$ cat config.mk
export PLATFORM = sky130hd
export DESIGN_NAME = dp_scheduler
export DESIGN_NICKNAME = d
export VERILOG_FILES = /design/src/rtl/dp_sched_pkg.sv /design/src/rtl/dp_scheduler_rr_arb2.sv /design/src/rtl/dp_scheduler.sv
export SDC_FILE = /design/constraint.sdc
export NUM_CORES = 1
export LEC_CHECK = 0
export ABC_AREA = 1
export CORE_MARGIN = 5
export CORE_UTILIZATION = 40
export CTS_CLUSTER_SIZE = 16
export DETAILED_ROUTE_END_ITERATION = 7
export SYNTH_ARGS = -nofsm -noshare
export SYNTH_HDL_FRONTEND = slang
export SYNTH_SLANG_ARGS = --single-unit
$ cat constraint.sdc
create_clock -name clk -period 1.2 [get_ports clk]
set_input_delay 0.3 -clock clk [delete_from_list [all_inputs] [get_ports clk]]
set_output_delay 0.3 -clock clk [all_outputs]
set_load 0.05 [all_outputs]
$ cat src/rtl/dp_sched_pkg.sv
// dp_sched_pkg: state encoding, default limits and owner decode shared by the scheduler.
package dp_sched_pkg;
  localparam int MAX_CYCLES_DEF = 512;
  localparam int CNT_W_DEF = 16;
  localparam logic [2:0] S_IDLE   = 3'd0;
  localparam logic [2:0] S_LAUNCH = 3'd1;
  localparam logic [2:0] S_RUN    = 3'd2;
  localparam logic [2:0] S_FINISH = 3'd3;
  localparam logic [2:0] S_ABORT  = 3'd4;
  function automatic logic [1:0] onehot2(input logic idx);
    return idx ? 2'b10 : 2'b01;
  endfunction
endpackage

$ cat src/rtl/dp_scheduler_rr_arb2.sv
// rr_arb2: two-way round-robin winner select; rr breaks ties when both request.
module rr_arb2
  import dp_sched_pkg::*;
(
  input  logic [1:0] req,
  input  logic       rr,
  output logic       winner,
  output logic       valid
);
  always_comb begin
    valid  = |req;
    winner = &req ? rr : req[1];
  end
endmodule

$ cat src/rtl/dp_scheduler.sv
// dp_scheduler: grants a shared datapath to one of two requesters, launches the controller and aborts on watchdog expiry.
module dp_scheduler
  import dp_sched_pkg::*;
#(
  parameter int MAX_CYCLES = MAX_CYCLES_DEF,
  parameter int CNT_W      = CNT_W_DEF
) (
  input  logic       clk,
  input  logic       rst,
  input  logic [1:0] req,
  output logic [1:0] grant,
  output logic       owner,
  output logic       ctrl_start,
  output logic       ctrl_rst,
  input  logic       ctrl_done,
  output logic [1:0] done,
  output logic       timeout,
  output logic       busy
);
  logic [2:0] state_q, state_d;
  logic rr_q, rr_d, owner_q, owner_d;
  logic [CNT_W-1:0] wd_q, wd_d;
  logic win, win_valid, wd_lim;
  rr_arb2 u_arb (.req(req), .rr(rr_q), .winner(win), .valid(win_valid));
  assign wd_lim = wd_q == CNT_W'(MAX_CYCLES - 1);
  always_comb begin
    state_d = state_q;
    rr_d    = rr_q;
    owner_d = owner_q;
    wd_d    = wd_q;
    case (state_q)
      S_IDLE: begin
        state_d = win_valid ? S_LAUNCH : S_IDLE;
        owner_d = win_valid ? win : owner_q;
      end
      S_LAUNCH: begin
        state_d = S_RUN;
        wd_d    = '0;
      end
      // completion takes priority over the watchdog in the same cycle
      S_RUN: begin
        wd_d    = wd_q + CNT_W'(1);
        state_d = ctrl_done ? S_FINISH : wd_lim ? S_ABORT : S_RUN;
      end
      S_FINISH, S_ABORT: begin
        state_d = S_IDLE;
        rr_d    = ~owner_q;
      end
      default: state_d = S_IDLE;
    endcase
  end
  always_ff @(posedge clk) begin
    if (rst) begin
      state_q <= S_IDLE;
      rr_q    <= 1'b0;
      owner_q <= 1'b0;
      wd_q    <= '0;
    end else begin
      state_q <= state_d;
      rr_q    <= rr_d;
      owner_q <= owner_d;
      wd_q    <= wd_d;
    end
  end
  always_comb begin
    busy       = state_q != S_IDLE;
    grant      = busy ? onehot2(owner_q) : 2'b00;
    owner      = owner_q;
    ctrl_start = state_q == S_LAUNCH;
    timeout    = state_q == S_ABORT;
    done       = (state_q == S_FINISH || timeout) ? onehot2(owner_q) : 2'b00;
    ctrl_rst   = rst | timeout;
  end
endmodule

# --- After elaboration in Yosys (flattened, before gate mapping) ---
# Cells that the tools add are included.
# Widths: inputs -> output; s select.
op_classes:
  addsub: 1
  n_eq_ne: 5
  mux: 9
  bitwise_logic: 2
  reduce_logical: 8
ops:
  columns: ["operator", "n"]
  rows:
  - ["$pmux 16 s2", 1]
  - ["$add 16x1->16 const B", 1]
  - ["$eq 16x9->1 const B", 1]
  - ["$pmux 3 s3", 1]
  - ["$eq 3x2->1 const B", 2]
  - ["$mux 2", 3]
  - ["$mux 3", 2]
  - ["$reduce_and 2->1", 2]
  - ["$reduce_or 2->1", 2]
  - ["$eq 3x1->1 const B", 1]
  - ["$eq 3x3->1 const B", 1]
  - ["$logic_not 3->1", 1]
  - ["$reduce_bool 3->1", 1]
  - ["$mux 1", 2]
  - ["$reduce_bool 2->1", 1]
  - ["$logic_or 1x1->1", 1]
  - ["$not 1->1", 1]
  - ["$or 1x1->1", 1]
word_totals:
  ff_bits: 21
  wordCells: 29

# --- Depth between registers and ports, before layout ---
# Gate-level depths: netlist of the first run.
depth:
  ltp_word: 4
  ltp_mapped: 8

# --- Modules after synthesis ---
# From an unflattened synthesis of the first run, not the netlist that was laid out.
hier_totals:
  cells_unflattened: 196
  hier_area_um2: 1242.4
by_module_without_submodules:
  columns: ["module", "n_inst", "cells_per_inst", "area_per_inst_um2"]
  rows:
  - ["dp_scheduler", 1, 191, 1219.9]
  - ["rr_arb2", 1, 5, 22.5]

# --- Worst setup path after synthesis of the first run ---
# Ideal clock, no wire load.
synth_timing:
  kind: "reg-to-output"
  from: "reg state_q[0]"
  to: "out done[1]"
  t_arrival_ns: 1.668
  t_required_ns: 0.900
  setup_slack_ns: -0.768
  path_stages_with_launch: 6
  path_buffers: 0
  cell_sequence: "dfxtp_1 nor2_1 nand2_1 inv_1 nor2_1 nor2_1"
synth_between:
  elab_chain_len: 3
  word_cells_on_any_way: 4
synth_rtl:
  columns: ["item", "line", "text"]
  rows:
  - ["from (decl)", "dp_scheduler.sv:20", "logic [2:0] state_q, state_d;"]
  - ["from (signal assigned)", "dp_scheduler.sv:59", "state_q <= state_d;"]
  - ["$eq 3x3->1", "dp_scheduler.sv:70", "timeout = state_q == S_ABORT;"]
  - ["via timeout", "dp_scheduler.sv:17", "output logic timeout,"]
  - ["$logic_or 1x1->1", "dp_scheduler.sv:71", "done = (state_q == S_FINISH || timeout) ? onehot2(owner_q) : 2'b00;"]
  - ["$mux 2", "dp_scheduler.sv:71", null]
  - ["to (decl)", "dp_scheduler.sv:16", "output logic [1:0] done,"]
# The timed path passes the listed nets, and every way through them passes these cells.

# --- Final worst setup path of the first run ---
layout_timing:
  from: "reg state_q[0]"
  to: "out done[1]"
layout_between:
  elab_chain_len: 3
  word_cells_on_any_way: 4
layout_rtl:
  columns: ["item", "line"]
  rows:
  - ["$eq 3x2->1 / $eq 3x3->1 (equally long branches)", "dp_scheduler.sv:71, dp_scheduler.sv:70"]
  - ["$logic_or 1x1->1 (*)", "dp_scheduler.sv:71"]
  - ["$mux 2 (*)", "dp_scheduler.sv:71"]
# Mark *: on every way between the ends. The rest lies on a longest branch, timed or not.

==> Implementation_results.wiki, run 1 <==
{| class="wikitable"
! Metric !! Value
|-
| First-pass GRT wire length || 5520 um
|-
| Number of levels the H-tree was split into || 1
|-
| Final critical path time including I/O delays and setup || 1.625 ns
|-
| Post-Syn Instances || 188
|-
| Ant. Diodes || 0
|-
| Iteration count of the initial detailed-routing pass || 4
|-
| Initial core utilization || 40.80%
|-
| Async SR Flop Fraction || 0%
|-
| CTS Root Cell || sky130_fd_sc_hd__clkbuf_4
|-
| Final Routed Wirelength || 3379 um
|-
| Element type at the critical path end || primary output
|-
| Total setup violations reported at the end of the flow || 26
|-
| Post-layout instance count excluding filler cells || 261
|-
| Setup repair after global routing missed its margin || yes
|-
| Run status || finished with violations
|-
| Nature of the critical path startpoint || flop
|-
| Number of filler instances in the final layout || 271
|-
| X dimension of the die || 65.11 um
|-
| Total DRC errors in the routed layout || 0
|-
| Layout overhead on the synthesized area || 51.91%
|-
| Count of buffers inserted at the top-level ports || 13
|-
| Area of all placed cells without fillers || 1846 sq um
|-
| Y dimension of the die || 65.11 um
|-
| Via count of the first global-routing pass || 1226
|-
| Average detailed-routed wire length per instance || 12.95 um
|-
| Area after detailed placement || 1652 sq um
|-
| Final count of hold timing violations || 0
|-
| Sequential cell area || 437.9 sq um
|-
| Grt total ovfl || 0
|-
| CTS sink cnt || 21
|-
| Clock Path Buffers || 2
|-
| All-Layer GR Usage || 16.47%
|-
| Count of placed standard cells including taps || 250
|-
| Insertion delay to the later sink of the worst-skew pair || 0.31 ns
|-
| Reg clk slew, reported paths || 0.12 ns
|-
| Max-cap check violation count || 0
|-
| Number of cells on the worst reg-to-reg path || 10
|-
| Proportion of layout cells with a drive suffix above 1 || 39.04%
|-
| Number of top-level pins || 14
|-
| Prevailing post-synth register cell || sky130_fd_sc_hd__dfxtp_1
|-
| CTS Buf Count || 3
|-
| Post-synthesis register bit count || 21
|-
| Sequential cell area fraction in the yosys report || 34.60%
|-
| Number of antenna violations at the first check in global routing || 0
|-
| HPWL Detailed || 2323 um
|-
| Largest driver fanout on the critical path || 4
|-
| Signal arrival time at the worst endpoint || 1.32 ns
|-
| Cell depth of the worst min-delay path || 2
|-
| Leakage power figure || 0.7366 nW
|-
| Fin crit share || 135.4%
|-
| Site Rows || 20
|-
| Average via count per standard cell || 5.142
|-
| Core footprint || 2978 sq um
|-
| Final weighted congestion in routability-driven placement || 0.9304
|-
| Share of the synthesized area in the top cell type || 34.60%
|-
| R2r setup slk || -0.26 ns
|-
| Detailed Route Iter0 Violations || 90
|-
| Setup Skew || 0.003610 ns
|-
| Kind of path behind the tightest hold check || reg2reg
|-
| Count of nets after finishing || 235
|-
| Failing checks || setup timing
|-
| Cell Area, Synth || 1215 sq um
|-
| Cell with the most instances after synthesis || sky130_fd_sc_hd__nand2_1
|-
| Mean instance size in the synthesized netlist || 6.462 sq um
|-
| Most frequent cells after synthesis || sky130_fd_sc_hd__nand2_1, sky130_fd_sc_hd__nor2_1, sky130_fd_sc_hd__dfxtp_1, sky130_fd_sc_hd__inv_1, sky130_fd_sc_hd__nand3_1
|-
| Post-synthesis cell type with the largest combined area || sky130_fd_sc_hd__dfxtp_1
|-
| Area of the multi-input gates || 807.0 sq um
|-
| Number of warnings issued by yosys || 0
|-
| Leading cell types by total area after synthesis || sky130_fd_sc_hd__dfxtp_1, sky130_fd_sc_hd__nand2_1, sky130_fd_sc_hd__nor2_1
|-
| Antenna violation net count after detailed routing || 0
|-
| Least-Margin Pin Slew || 0.2880 ns
|-
| Remaining max-slew budget at the tightest pin || 80.60%
|-
| CTS tree || done
|-
| Net count after synthesis || 194
|-
| Peak supply drop || 541.2 uV
|-
| Cell area power density || 958.2 nW/um^2
|-
| Number of synthesized flops with an enable pin || 0
|-
| Crit Path Category || reg2out
|-
| Max-slew violation count || 0
|-
| Peak clock frequency supported by timing || 615.5 MHz
|-
| Vias post-DR || 1342
|-
| Die footprint || 4239 sq um
|-
| Maximum number of pins on one net before global-route repair || 19
|-
| Final critical-path setup slack || -0.4246 ns
|-
| Endpoint required time on the critical path || 0.90 ns
|-
| Total power consumption of the routed design || 1.768 mW
|-
| Synth unique cells || 28
|}
-- state kept, by name, summed over array words and instances (netlist names) --
register and count:
wd_q 16, state_q 3, rr_q 1, owner 1
-- final cells by class --
| class | count | area share, % |
|---|---|---|
| Multi-Input combinational cell | 142 | 43.73 |
| Sequential cell | 21 | 23.73 |
| Timing Repair Buffer | 38 | 23.53 |
| Inverter | 23 | 5.356 |
| Tap cell | 33 | 2.237 |
| Clock buffer | 4 | 1.424 |
-- power by group --
part / internal, mW / switching (mW)
sequential: 0.721 / 0.0289
combinational: 0.298 / 0.360
clock: 0.130 / 0.231
total: 1.15 / 0.620
-- logic make-up (layout without fill, tap and decap cells) --
kind of cell	after synthesis	count (layout)	share of synthesized area, %
AOI/OAI and AO/OA	23	23	10.50
adders and majority gates	1	1	1.030
buffers and inverters	25	65	9.577
and+or+nand+nor	118	118	44.28
DFF	21	21	34.60
-- repair_timing --
| action | 4_1_cts | 5_1_grt |
|---|---|---|
| setup endpoints to repair | 21 | 30 |
| hold buffers | 0 | 0 |
| pin swaps | 9 | 6 |
| resized for setup | 18 | 22 |
| buffers inserted | 6 | 1 |
-- critical path, cell delays in order (launching register included) --
cell                         delay (ns)
sky130_fd_sc_hd__dfxtp_4           0.39
sky130_fd_sc_hd__nor2_2            0.04
sky130_fd_sc_hd__nand2_2           0.08
sky130_fd_sc_hd__clkinvlp_4        0.11
sky130_fd_sc_hd__nor2_4            0.17
sky130_fd_sc_hd__nor2_4            0.06
sky130_fd_sc_hd__buf_12            0.15
-- cell usage in the layout, fill, tap and decap left out, types with 7 or more instances in the layout --
| master | count |
|---|---|
| sky130_fd_sc_hd__dfxtp_1 | 11 |
| sky130_fd_sc_hd__nand3_1 | 10 |
| sky130_fd_sc_hd__nor2_4 | 11 |
| sky130_fd_sc_hd__nor2_1 | 21 |
| sky130_fd_sc_hd__buf_6 | 7 |
| sky130_fd_sc_hd__buf_12 | 9 |
| sky130_fd_sc_hd__a21oi_1 | 9 |
| sky130_fd_sc_hd__o21ai_0 | 7 |
| sky130_fd_sc_hd__inv_1 | 14 |
| sky130_fd_sc_hd__buf_4 | 18 |
| sky130_fd_sc_hd__nand2_1 | 48 |
| sky130_fd_sc_hd__dfxtp_2 | 8 |
| sky130_fd_sc_hd__nor2_2 | 7 |
-- routing by layer --
layer  wire [um]  GRT usage, %  up-vias  part of all wire, %
met2        1676         28.48       45                   50
met5           0             0        -                    0
met4          27         4.922        0                 0.80
met3         202         2.393        3                  6.0
met1        1472         21.20      619                   44
li1            -             -      675                    -
-- worst paths after layout --
kind	from	to
worst min-delay path	wd_q[2]	wd_q[2]
worst min register to register	wd_q[2]	wd_q[2]
worst max-delay path	state_q[0]	done[1]
worst max register to register	state_q[1]	wd_q[6]
-- metrics by stage --
step           hold WS (ns)  setup TNS [ns]  utilization, %  worst slack (ns)
5_1_grt              0.5497          -6.317           61.97           -0.4808
4_1_cts              0.5136          -3.804           59.54           -0.4225
3_3_place_gp         0.4878          -2.865           55.46           -0.2215
3_5_place_dp         0.4983          -3.028           55.46           -0.2247
6_report             0.5145          -4.020           61.97           -0.4246
2_1_floorplan        0.3594         -0.9430               -           -0.2459
(Power assumes the default switching activity.)
==> run 2: changes to the inputs <==
CTS_CLUSTER_SIZE = not set   (was 16)
RECOVER_POWER = 100   (was not set)
==> results of run 2 <==
Same layout as run 1: the final DEF is identical, and so are final timing and power.
